==> src/rtl/ray_dispatcher_pkg.sv <==
// Shared types for the ray core front end: fragment/render records, dispatcher
// state encodings and default screen geometry.
package ray_dispatcher_pkg;

  localparam int SCREEN_WIDTH_DEF  = 160;
  localparam int SCREEN_HEIGHT_DEF = 120;

  typedef struct packed {
    logic [15:0] x;
    logic [15:0] y;
    logic [31:0] depth;
    logic [15:0] prim_id;
    logic [7:0]  flags;
  } SurfaceInputData;

  typedef struct packed {
    logic        frame_active;
    logic [31:0] frame_count;
  } RenderState;

  typedef logic [2:0] disp_state_t;

  localparam disp_state_t S_IDLE     = 3'd0;
  localparam disp_state_t S_CLEAR    = 3'd1;
  localparam disp_state_t S_DISPATCH = 3'd2;
  localparam disp_state_t S_DRAIN    = 3'd3;
  localparam disp_state_t S_DONE     = 3'd4;

  // A one-pixel dimension still needs a 1-bit counter.
  function automatic int coord_w(input int n);
    return (n > 1) ? $clog2(n) : 1;
  endfunction

endpackage

==> src/rtl/ray_dispatcher_raster_counter.sv <==
// Raster-order x/y position counter; holds at the final pixel until cleared.
module raster_counter
  import ray_dispatcher_pkg::*;
#(
  parameter int SCREEN_WIDTH  = SCREEN_WIDTH_DEF,
  parameter int SCREEN_HEIGHT = SCREEN_HEIGHT_DEF,
  parameter int X_W           = coord_w(SCREEN_WIDTH),
  parameter int Y_W           = coord_w(SCREEN_HEIGHT)
) (
  input  logic           clk,
  input  logic           resetn,
  input  logic           i_clear,
  input  logic           i_advance,
  output logic [X_W-1:0] o_x,
  output logic [Y_W-1:0] o_y,
  output logic           o_last
);

  logic [X_W-1:0] r_x;
  logic [Y_W-1:0] r_y;
  logic           w_x_end;
  logic           w_y_end;

  assign w_x_end = (r_x == X_W'(SCREEN_WIDTH - 1));
  assign w_y_end = (r_y == Y_W'(SCREEN_HEIGHT - 1));
  assign o_last  = w_x_end && w_y_end;
  assign o_x     = r_x;
  assign o_y     = r_y;

  always_ff @(posedge clk or negedge resetn) begin
    if (!resetn) begin
      r_x <= '0;
      r_y <= '0;
    end else if (i_clear) begin
      r_x <= '0;
      r_y <= '0;
    end else if (i_advance && !o_last) begin
      if (w_x_end) begin
        r_x <= '0;
        r_y <= r_y + 1'b1;
      end else begin
        r_x <= r_x + 1'b1;
      end
    end
  end

endmodule

==> src/rtl/ray_dispatcher.sv <==
// Frame dispatcher: raster-scans the screen into the ray core input FIFO,
// waits for all fragments to be shaded, then pulses frame_done.
module ray_dispatcher
  import ray_dispatcher_pkg::*;
#(
  parameter int SCREEN_WIDTH  = SCREEN_WIDTH_DEF,
  parameter int SCREEN_HEIGHT = SCREEN_HEIGHT_DEF,
  parameter int X_W           = coord_w(SCREEN_WIDTH),
  parameter int Y_W           = coord_w(SCREEN_HEIGHT)
) (
  input  logic            clk,
  input  logic            resetn,
  input  logic            start,
  input  logic            abort,
  input  logic            fifo_full,
  input  logic [31:0]     pixel_counter,
  output logic            add_input,
  output SurfaceInputData input_data,
  output logic            reset_pixel_counter,
  output logic            busy,
  output logic            frame_done,
  output logic [31:0]     stall_cycles
);

  localparam logic [31:0] TOTAL_PIXELS = 32'(SCREEN_WIDTH * SCREEN_HEIGHT);

  disp_state_t    r_state;
  disp_state_t    w_next;
  logic [31:0]    r_stall;
  logic [X_W-1:0] w_x;
  logic [Y_W-1:0] w_y;
  logic           w_last;
  logic           w_push;

  // Push decision uses fifo_full in the same cycle, so the FIFO can never overflow.
  assign w_push = (r_state == S_DISPATCH) && !fifo_full;

  raster_counter #(
    .SCREEN_WIDTH (SCREEN_WIDTH),
    .SCREEN_HEIGHT(SCREEN_HEIGHT),
    .X_W          (X_W),
    .Y_W          (Y_W)
  ) u_raster (
    .clk      (clk),
    .resetn   (resetn),
    .i_clear  (r_state == S_CLEAR),
    .i_advance(w_push),
    .o_x      (w_x),
    .o_y      (w_y),
    .o_last   (w_last)
  );

  always_comb begin
    w_next = r_state;
    case (r_state)
      S_IDLE:     if (start) w_next = S_CLEAR;
      S_CLEAR:    w_next = S_DISPATCH;
      S_DISPATCH: if (w_push && w_last) w_next = S_DRAIN;
      S_DRAIN:    if (pixel_counter >= TOTAL_PIXELS) w_next = S_DONE;
      S_DONE:     w_next = S_IDLE;
      default:    w_next = S_IDLE;
    endcase
    if (abort) w_next = S_IDLE;
  end

  always_ff @(posedge clk or negedge resetn) begin
    if (!resetn) r_state <= S_IDLE;
    else         r_state <= w_next;
  end

  always_ff @(posedge clk or negedge resetn) begin
    if (!resetn) begin
      r_stall <= '0;
    end else if (r_state == S_CLEAR) begin
      r_stall <= '0;
    end else if ((r_state == S_DISPATCH) && fifo_full && (r_stall != '1)) begin
      r_stall <= r_stall + 32'd1;
    end
  end

  always_comb begin
    input_data   = '0;
    input_data.x = 16'(w_x);
    input_data.y = 16'(w_y);
  end

  assign add_input           = w_push;
  assign reset_pixel_counter = (r_state == S_CLEAR);
  assign frame_done          = (r_state == S_DONE);
  assign busy                = (r_state == S_CLEAR) || (r_state == S_DISPATCH) ||
                               (r_state == S_DRAIN);
  assign stall_cycles        = r_stall;

endmodule

==> config.mk <==
export PLATFORM = sky130hd
export DESIGN_NAME = ray_dispatcher
export DESIGN_NICKNAME = d
export VERILOG_FILES = /design/src/rtl/ray_dispatcher_pkg.sv /design/src/rtl/ray_dispatcher_raster_counter.sv /design/src/rtl/ray_dispatcher.sv
export SDC_FILE = /design/constraint.sdc
export NUM_CORES = 1
export LEC_CHECK = 0
export BUFFER_PORTS_ARGS = -buffer_cell sky130_fd_sc_hd__buf_4
export CELL_PAD_IN_SITES_DETAIL_PLACEMENT = 1
export CELL_PAD_IN_SITES_GLOBAL_PLACEMENT = 1
export CORE_ASPECT_RATIO = 1.25
export CORE_UTILIZATION = 33
export DETAILED_ROUTE_END_ITERATION = 10
export PLACE_DENSITY = 0.84
export SYNTH_ARGS = -nofsm -noshare
export SYNTH_HDL_FRONTEND = slang
export SYNTH_SLANG_ARGS = --single-unit
==> constraint.sdc <==
create_clock -name clk -period 3 [get_ports clk]
set_input_delay 0.3 -clock clk [delete_from_list [all_inputs] [get_ports clk]]
set_output_delay 0.3 -clock clk [all_outputs]
set_load 0.05 [all_outputs]
==> impl_metrics.json, run 1 <==
{
  "grt_setup_unrepaired": "false",
  "synth.largest_area_cell": "dfrtp_1",
  "syn_to_final_growth_pct": 18.2,
  "yosys_warnings": 0,
  "setup_violations": 0,
  "rows": 41,
  "seq_area_frac_synth_pct": 36.8,
  "cts_root_buffer": "clkbuf_16",
  "postSynthAreaPerCell_sq_um": 8.71,
  "start_util_pct": 33.9,
  "finalSetupTns_ns": 0,
  "antennaDiodeCount": 0,
  "hold_viol": 0,
  "crit_path_end_kind": "flop",
  "fin_skew_ns": 0.00994,
  "grt_pass1_vias": 3007,
  "max_slew.worst_pin.slew_ns": 0.679,
  "drc": 0,
  "max_stage_delay_ns": 0.55,
  "grt_use_met1_pct": 18.5,
  "layout_commonest_cell": "buf_4",
  "p_per_area_nw_per_um2": 420,
  "yosys-top-cells-area": "dfrtp_1, buf_4, or3_1, a21oi_1, o21ai_0",
  "hold_slack_ns": 0.0418,
  "grt_usage_pct": 17.0,
  "die_h_um": 116,
  "ff2ff_path_depth": 7,
  "grt_antenna_before_repair": 0,
  "wl_mm": 9.12,
  "timing.fmax_ghz": 0.399,
  "cts-resized-gates": 0,
  "die_x_um": 92.9,
  "clockBufferDepth": 2,
  "vias_per_cell": 5.12,
  "ios": 161,
  "grtUsageMet2_pct": 33.2,
  "crit_slowest_cell": "or4_4",
  "cts_max_level": 2,
  "startpoint_type": "flop",
  "critPathKind": "flop to flop",
  "post_cts_buffers": 0,
  "async_reset_ff_share_pct": 100,
  "required_ns": 3.21,
  "critPathArrivalTime_ns": 2.71,
  "maxCapViolCount": 0,
  "yosysUniqueCellTypes": 54,
  "grt_use_met3_pct": 2.56,
  "die_area_sq_um": 10700,
  "post-route-min-period_ns": 2.51,
  "slew_viol_final": 0,
  "grt_max_degree": 51,
  "drtIter0Drc": 50,
  "drtAntennaViolNets": 0,
  "final_cell_mix": "buf_4, conb_1, dfrtp_1",
  "cp_cell_sequence": "ha_1, nand2_1, or4_4, nor3_4, buf_4, o21ai_0, a21oi_1",
  "dpl.hpwl_mm": 6.74,
  "clk_latency_ns": 0.29,
  "first_pass_iters": 4,
  "synth_top_flop_cell": "dfrtp_1",
  "core_sq_um": 10100,
  "cts_tree": "built",
  "synth_edf_count": 0,
  "n_fill_cell": 1252,
  "critPathMaxFanout": 22,
  "synth_top_area_share_pct": 36.8,
  "io_buffers": 79,
  "final.period_utilization_pct": 83.5,
  "via_count": 3077,
  "synthCells": 391,
  "numCtsBuffers": 5,
  "grt.overflow.total": 0,
  "slew_headroom_pct": 54.7,
  "place_congestion": 0.812,
  "outcome": "finished clean",
  "total_power_uw": 1690,
  "clkTransAtPathRegs_ns": 0.07,
  "nNetsFinal": 511,
  "post_drt_wl_per_cell_um": 15.2,
  "hold_buffers": 0,
  "hold_class": "input pin to asynchronous set/reset pin",
  "cts.sinks": 50,
  "syn_area_sq_um": 3400,
  "dpl_worst_slack_ns": 0.550,
  "busiest_layer": "met2",
  "synth-seq-cells": 50,
  "grt_pass1_wl_mm": 14.5,
  "setup_slack_ns": 0.494,
  "drive_above_1_share_pct": 22.7,
  "leakagePower_uw": 0.00190,
  "ir_drop_uv": 211
}
## sequential cells by signal (all words and copies together) (netlist names)
register	cells
u_raster.o_y	7
r_state	3
u_raster.o_x	8
stall_cycles	32
## report_power, final
group / leakage (uW) / internal, uW / switching (uW)
Combinational: 0.00113 / 73.4 / 334
Sequential: 0.000695 / 690 / 25.9
Clock: 0.0000698 / 309 / 259
Total: 0.00190 / 1070 / 619
## final timing paths
path / from / end / slack [ns]
setup reg to reg: stall_cycles[0]$_DFFE_PN0P_ / stall_cycles[8]$_DFFE_PN0P_ / 0.49
setup / recovery: stall_cycles[0]$_DFFE_PN0P_ / stall_cycles[8]$_DFFE_PN0P_ / 0.49
max in group asynchronous: resetn / u_raster.o_x[5]$_DFFE_PN0P_ / 2.50
hold reg to reg: stall_cycles[0]$_DFFE_PN0P_ / stall_cycles[0]$_DFFE_PN0P_ / 0.58
hold / removal: resetn / stall_cycles[5]$_DFFE_PN0P_ / 0.04
min in group clk: abort / r_state[1]$_DFFE_PN0P_ / 0.19
## cell families after synthesis
| group | synth area share, % |
|---|---|
| multiplexers | 0.919 |
| XOR/XNOR | 2.83 |
| other | 0.110 |
| adder cells (fa/ha/maj) | 1.10 |
| AO/OA/AOI/OAI | 12.1 |
| AND/OR/NAND/NOR | 27.2 |
| flip-flops | 36.8 |
| buffers and inverters | 19.1 |
## per-stage QoR
stage,std cells,utilization (%),cell area (sq um)
after floorplan,463,-,3670
after global placement,593,38.6,3880
after detailed placement,593,38.6,3880
after CTS,601,40.0,4020
after global routing,601,40.0,4020
final,601,40.0,4020
## synthesized netlist by cell type (6+ instances only)
cell type   n
nor3_1      7
dfrtp_1    50
nor4_1     10
nand4_1    13
buf_4      74
o21ai_0    23
nand3_1    22
a21oi_1    24
and3_1     11
inv_1       6
nor2_1     30
nand2_1    19
or3_1      21
xor2_1      6
clkbuf_1    7
## critical path, delay by kind of cell, from the launching register on
kind / cells / cell delay, ns
compound gates: 2 / 0.29
fa+ha+maj: 1 / 0.23
buf+inv: 1 / 0.33
flops: 1 / 0.43
simple gates: 3 / 1.14
## routing by layer
layer	routed length, um	up-vias
met4	148	0
met2	5030	105
met1	3510	1533
met3	430	15
li1	-	1424
met5	0	-
## layout make-up
| type | count | area [sq um] | area share [%] |
|---|---|---|---|
| clock buffers | 5 | 125 | 3.11 |
| clock inverters | 3 | 21.3 | 0.529 |
| inverters | 6 | 22.5 | 0.560 |
| multi-input cells | 320 | 1780 | 44.3 |
| flip-flops and latches | 50 | 1250 | 31.1 |
| well taps | 129 | 161 | 4.01 |
| repair buffers | 88 | 661 | 16.4 |
No activity file was read; power rests on OpenSTA's default activity.
==> run 2, diff against run 1 <==
--- a/config.mk
+++ b/config.mk
@@ -9,9 +9,9 @@
 export CELL_PAD_IN_SITES_DETAIL_PLACEMENT = 1
 export CELL_PAD_IN_SITES_GLOBAL_PLACEMENT = 1
 export CORE_ASPECT_RATIO = 1.25
-export CORE_UTILIZATION = 33
+export CORE_UTILIZATION = 30
 export DETAILED_ROUTE_END_ITERATION = 10
-export PLACE_DENSITY = 0.84
+export PLACE_DENSITY = 0.81
 export SYNTH_ARGS = -nofsm -noshare
 export SYNTH_HDL_FRONTEND = slang
 export SYNTH_SLANG_ARGS = --single-unit
==> constraint.sdc (replaced) <==
create_clock -name clk -period 2.1 [get_ports clk]
set_input_delay 0.21 -clock clk [delete_from_list [all_inputs] [get_ports clk]]
set_output_delay 0.21 -clock clk [all_outputs]
set_load 0.05 [all_outputs]
==> impl_metrics.json, run 2 (synthesis gave the netlist of run 1 again) <==
{
  "required_ns": 2.32,
  "grt.overflow.total": 0,
  "final_cell_mix": "buf_4, conb_1, nor2_1, dfrtp_1, a21oi_1",
  "crit_slowest_cell": "or4_4",
  "final_cells": 633,
  "slew_headroom_pct": 55.5,
  "cts.sinks": 50,
  "numCtsBuffers": 5,
  "drtAntennaViolNets": 0,
  "timing.fmax_ghz": 0.486,
  "grt_max_degree": 51,
  "critPathKind": "flop to flop",
  "die_x_um": 97.3,
  "fin_skew_ns": 0.0107,
  "ios": 161,
  "critPathArrivalTime_ns": 2.28,
  "clkTransAtPathRegs_ns": 0.07,
  "cp_top_family": "simple AND/OR/NAND/NOR gates",
  "clockBufferDepth": 2,
  "grt_pass1_wl_mm": 15.4,
  "critPathMaxFanout": 2,
  "core_sq_um": 11100,
  "seq_area_sq_um": 1280,
  "p_per_area_nw_per_um2": 577,
  "max_slew.worst_pin.slew_ns": 0.668,
  "rows": 43,
  "multi_input_area_sq_um": 1910,
  "vias_per_cell": 5.00,
  "drive_above_1_share_pct": 33.7,
  "nNetsFinal": 537,
  "largest_reg_flops": 32,
  "cts_tree": "built",
  "cts_root_buffer": "clkbuf_16",
  "post-route-min-period_ns": 2.06,
  "layout_commonest_cell": "buf_4",
  "finalSetupTns_ns": 0,
  "grt_pass1_vias": 3201,
  "crit_path_end_kind": "flop",
  "die_area_sq_um": 11800,
  "grt_antenna_before_repair": 0,
  "drc": 0,
  "antennaDiodeCount": 0,
  "hold_viol": 0,
  "hold_class": "input pin to flop",
  "ir_drop_uv": 316,
  "io_buffers": 79,
  "grt_setup_unrepaired": "true",
  "total_power_uw": 2550,
  "clk_latency_ns": 0.29,
  "hold_slack_ns": 0.104,
  "post_drt_wl_per_cell_um": 15.2,
  "n_fill_cell": 1323,
  "placedCellCount": 623,
  "cp_cell_sequence": "ha_4, nand2_4, or4_4, or3_4, or4_4, a21oi_2",
  "leakagePower_uw": 0.00204,
  "place_congestion": 0.816,
  "final.period_utilization_pct": 98.0,
  "critPathBufInv": 0,
  "maxCapViolCount": 0,
  "setup_violations": 0,
  "cpMostUsedCell": "or4_4",
  "grt_usage_pct": 16.2,
  "drtIter0Drc": 106,
  "die_h_um": 121,
  "first_pass_iters": 4,
  "slew_viol_final": 0,
  "wl_mm": 9.60,
  "startpoint_type": "flop",
  "dpl.hpwl_mm": 7.26,
  "max_stage_delay_ns": 0.49,
  "start_util_pct": 30.7,
  "syn_to_final_growth_pct": 29.5,
  "cts_max_level": 2,
  "outcome": "finished clean",
  "via_count": 3165
}
run 2: changes by cell type in the layout (fill, tap and decap cells not counted), sizes merged:
cell         delta
clkbuf          +2
clkinv          -1
dlygate4sd3     +1
inv             -2
buf            +25
clkinvlp        +1
run 2: per-stage QoR:
step           utilization, %  instance area [sq um]  worst slack (ns)
2_1_floorplan               -                   3770            -0.234
3_3_place_gp             37.3                   4130            0.0168
3_5_place_dp             37.3                   4130           -0.0255
4_1_cts                  39.3                   4350            0.0173
5_1_grt                  39.8                   4410          -0.00369
6_report                 39.8                   4410            0.0422
run 2: worst paths after layout:
kind	depth (start not counted)	slack [ns]	end	startpoint
max	6	0.04	stall_cycles[28]$_DFFE_PN0P_	stall_cycles[1]$_DFFE_PN0P_
min	2	0.10	r_state[1]$_DFFE_PN0P_	abort
max reg2reg	6	0.04	stall_cycles[28]$_DFFE_PN0P_	stall_cycles[1]$_DFFE_PN0P_
min reg2reg	1	0.55	u_raster.o_y[1]$_DFFE_PN0P_	u_raster.o_y[1]$_DFFE_PN0P_
max in group asynchronous	2	1.11	stall_cycles[14]$_DFFE_PN0P_	resetn
min in group asynchronous	2	0.50	stall_cycles[4]$_DFFE_PN0P_	resetn
run 2: layer usage:
layer / part of all wire, % / global-route usage [%] / routed length [um]
met1: 39 / 17.5 / 3740
met2: 55 / 32.0 / 5320
met3: 4.0 / 2.65 / 388
met4: 1.5 / 4.96 / 144
met5: 0 / 0 / 0
run 2: what timing repair did:
action | 4_1_cts | 5_1_grt
pin swaps | 4 | 2
hold buffers | 1 | 0
setup buffers | 0 | 1
gates resized for setup | 7 | 7
endpoints found under the setup margin | 4 | 8
hold endpoints to repair | 50 | 0
run 2: layout make-up:
type / instances / share of cell area, %
multi-input combinational: 320 / 43.4
tap: 135 / 3.83
inverter: 6 / 0.681
clock inverter: 1 / 0.199
clock buffer: 7 / 3.46
timing repair buffer: 114 / 19.5
sequential: 50 / 29.0
run 2: worst register-to-register path: cells and delay by family, from the launching register on:
| family | cells | cell delay [ns] |
|---|---|---|
| fa+ha+maj | 1 | 0.15 |
| flops | 1 | 0.39 |
| compound gates | 1 | 0.14 |
| simple gates | 4 | 1.30 |
run 2: power breakdown:
part / switching (uW) / leakage, uW / internal [uW] / total [uW]
combinational: 503 / 0.00130 / 141 / 645
clock: 373 / 0.0000801 / 510 / 883
sequential: 29.3 / 0.000660 / 989 / 1020
total: 906 / 0.00204 / 1640 / 2550
==> run 3, diff against run 2 <==
--- a/config.mk
+++ b/config.mk
@@ -5,13 +5,16 @@
 export SDC_FILE = /design/constraint.sdc
 export NUM_CORES = 1
 export LEC_CHECK = 0
+export ABC_AREA = 1
+export ABC_CLOCK_PERIOD_IN_PS = 2100
 export BUFFER_PORTS_ARGS = -buffer_cell sky130_fd_sc_hd__buf_4
 export CELL_PAD_IN_SITES_DETAIL_PLACEMENT = 1
 export CELL_PAD_IN_SITES_GLOBAL_PLACEMENT = 1
 export CORE_ASPECT_RATIO = 1.25
 export CORE_UTILIZATION = 30
 export DETAILED_ROUTE_END_ITERATION = 10
-export PLACE_DENSITY = 0.81
+export GPL_ROUTABILITY_DRIVEN = 0
+export PLACE_DENSITY = 0.82
 export SYNTH_ARGS = -nofsm -noshare
 export SYNTH_HDL_FRONTEND = slang
 export SYNTH_SLANG_ARGS = --single-unit
==> impl_metrics.json, run 3 <==
{
  "outcome": "finished clean",
  "ios": 161,
  "cts_tree": "built",
  "post_drt_wl_per_cell_um": 13.5,
  "numCtsBuffers": 5,
  "yosys-top-cells-area": "dfrtp_1, nand2_1, buf_4, nor2_1, nand3_1",
  "clk_latency_ns": 0.30,
  "io_buffers": 79,
  "drc": 0,
  "postSynthAreaPerCell_sq_um": 6.76,
  "yosysUniqueCellTypes": 33,
  "synth_top_flop_cell": "dfrtp_1",
  "synth-seq-cells": 50,
  "wl_mm": 11.2,
  "via_count": 3726,
  "dpl.hpwl_mm": 8.91,
  "start_util_pct": 30.7,
  "clkTransAtPathRegs_ns": 0.07,
  "drive_above_1_share_pct": 18.0,
  "grt_pass1_vias": 3960,
  "cts_root_buffer": "clkbuf_16",
  "grt_antenna_before_repair": 0,
  "hold_slack_ns": 0.220,
  "finalSetupTns_ns": 0,
  "async_reset_ff_share_pct": 100,
  "maxCapViolCount": 0,
  "synth.most_common_cell": "nand2_1",
  "layout_commonest_cell": "nand2_1",
  "antennaDiodeCount": 0,
  "grt_max_degree": 51,
  "clockBufferDepth": 2,
  "die_h_um": 129,
  "core_sq_um": 12600,
  "final.period_utilization_pct": 90.1,
  "synthCells": 572,
  "nNetsFinal": 696,
  "seq_area_frac_synth_pct": 32.4,
  "leakagePower_uw": 0.00237,
  "p_per_area_nw_per_um2": 754,
  "critPathArrivalTime_ns": 2.12,
  "dpl_worst_slack_ns": 0.157,
  "synth_top_area_share_pct": 32.4,
  "synth.largest_area_cell": "dfrtp_1",
  "setup_slack_ns": 0.209,
  "r2r_slack_ns": 0.21,
  "cts_max_level": 2,
  "fin_skew_ns": 0.00650,
  "grt_setup_unrepaired": "false",
  "first_pass_iters": 4,
  "crit_slowest_cell": "dfrtp_1",
  "max_slew.worst_pin.slew_ns": 0.666,
  "critPathKind": "flop to flop",
  "max_stage_delay_ns": 0.42,
  "pwr-share-clk_pct": 23.0,
  "synthTopCellsByCount": "nand2_1, nor2_1, buf_4, dfrtp_1, nand3_1",
  "drtIter0Drc": 92,
  "rows": 46,
  "p_sw_uw": 1600,
  "yosys_warnings": 0,
  "final_cell_mix": "nand2_1, nor2_1, buf_4",
  "slew_viol_final": 0,
  "cts.sinks": 50,
  "switching_share_pct": 46.8,
  "grt_pass1_wl_mm": 18.5,
  "critPathMaxFanout": 28,
  "syn_area_sq_um": 3860,
  "slew_headroom_pct": 55.6,
  "hold_viol": 0,
  "grt_usage_pct": 17.3,
  "hold_class": "input pin to flop",
  "post-route-min-period_ns": 1.89,
  "syn_to_final_growth_pct": 17.6,
  "required_ns": 2.33,
  "crit_path_end_kind": "flop",
  "grt.overflow.total": 0,
  "timing.fmax_ghz": 0.529,
  "startpoint_type": "flop",
  "die_area_sq_um": 13300,
  "drtAntennaViolNets": 0,
  "vias_per_cell": 4.52,
  "largest_reg_flops": 32,
  "die_x_um": 104,
  "cp_cell_sequence": "ha_1, inv_1, nor2_8, nand2_4, nor2_8, nand2_2, nand2_2, nand2_4, inv_8, nand2_1, nand2_1",
  "seq_power_share_pct": 33.4,
  "synth_edf_count": 0,
  "fin_util_pct": 36.1,
  "combPwrFrac_pct": 43.5,
  "setup_violations": 0,
  "ir_drop_uv": 424,
  "p_int_uw": 1820
}
==> run 3: cell types whose count changed in the layout (fill, tap and decap cells not counted), moves of 14 or more <==
cell	before	now
inv_1	4	34
dfrtp_2	21	0
buf_4	113	86
nand2_1	18	187
a21oi_1	23	4
or3_1	20	0
nand3_1	22	36
dfrtp_1	29	50
nor2_1	29	88
==> run 3: path summary, 6_finish.rpt <==
path / from / endpoint / cells past startpoint
min in group asynchronous: resetn / stall_cycles[21]$_DFFE_PN0P_ / 2
worst max register to register: stall_cycles[1]$_DFFE_PN0P_ / stall_cycles[20]$_DFFE_PN0P_ / 11
max in group asynchronous: resetn / r_state[2]$_DFFE_PN0P_ / 2
worst max-delay path: stall_cycles[1]$_DFFE_PN0P_ / stall_cycles[20]$_DFFE_PN0P_ / 11
worst min register to register: u_raster.o_y[6]$_DFFE_PN0P_ / u_raster.o_y[6]$_DFFE_PN0P_ / 2
worst min-delay path: fifo_full / u_raster.o_x[1]$_DFFE_PN0P_ / 4
==> run 3: what timing repair did <==
action | in CTS | in global routing
hold buffers | 1 | 0
endpoints found under the hold margin | 50 | 0
buffers inserted | 0 | 0
setup endpoints to repair | 0 | 11
resized for setup | 0 | 3
==> run 3: power by group through the flow <==
stage / clock (uW) / combinational (uW) / sequential (uW)
6_report: 789 / 1490 / 1150
5_1_grt: 847 / 1610 / 1160
4_1_cts: 817 / 1490 / 1150
3_5_place_dp: 0 / 1480 / 1160
3_3_place_gp: 0 / 1440 / 1150
2_1_floorplan: 0 / 932 / 1400
==> run 3: layout make-up <==
class	instances	area (sq um)
Fill cell	1656	8060
Multi-Input combinational cell	473	2140
Sequential cell	50	1250
Timing Repair Buffer	87	656
Tap cell	168	210
Inverter	39	154
Clock buffer	7	133
==> run 3: cells by family after synthesis <==
group | after synthesis | share of synthesized area [%]
adders and majority gates | 3 | 0.971
buffers and inverters | 121 | 19.6
other | 1 | 0.0970
DFF | 50 | 32.4
xor gates and xnor gates | 17 | 3.85
AOI/OAI and AO/OA | 21 | 3.08
and+or+nand+nor | 359 | 40.1
==> run 3: through the flow <==
stage | power, uW | cell area [sq um] | cells
2_1_floorplan | 2330 | 4140 | 644
3_3_place_gp | 2600 | 4390 | 816
3_5_place_dp | 2650 | 4390 | 816
4_1_cts | 3450 | 4530 | 824
5_1_grt | 3610 | 4550 | 824
6_report | 3430 | 4550 | 824
==> run 3: worst max-delay path, delay by kind of cell, from the launching register on <==
kind | cells | cell delay [ns]
simple gates | 8 | 0.85
buf+inv | 2 | 0.30
flops | 1 | 0.42
fa+ha+maj | 1 | 0.24
==> run 3: routing by layer <==
metal | track usage (%) | part of all wire [%] | wire, um | up-vias
li1 | - | - | - | 1818
met1 | 17.6 | 39 | 4310 | 1776
met2 | 34.5 | 54 | 6060 | 113
met3 | 2.68 | 4.2 | 471 | 19
met4 | 7.84 | 2.8 | 311 | 0
met5 | 0 | 0 | 0 | -
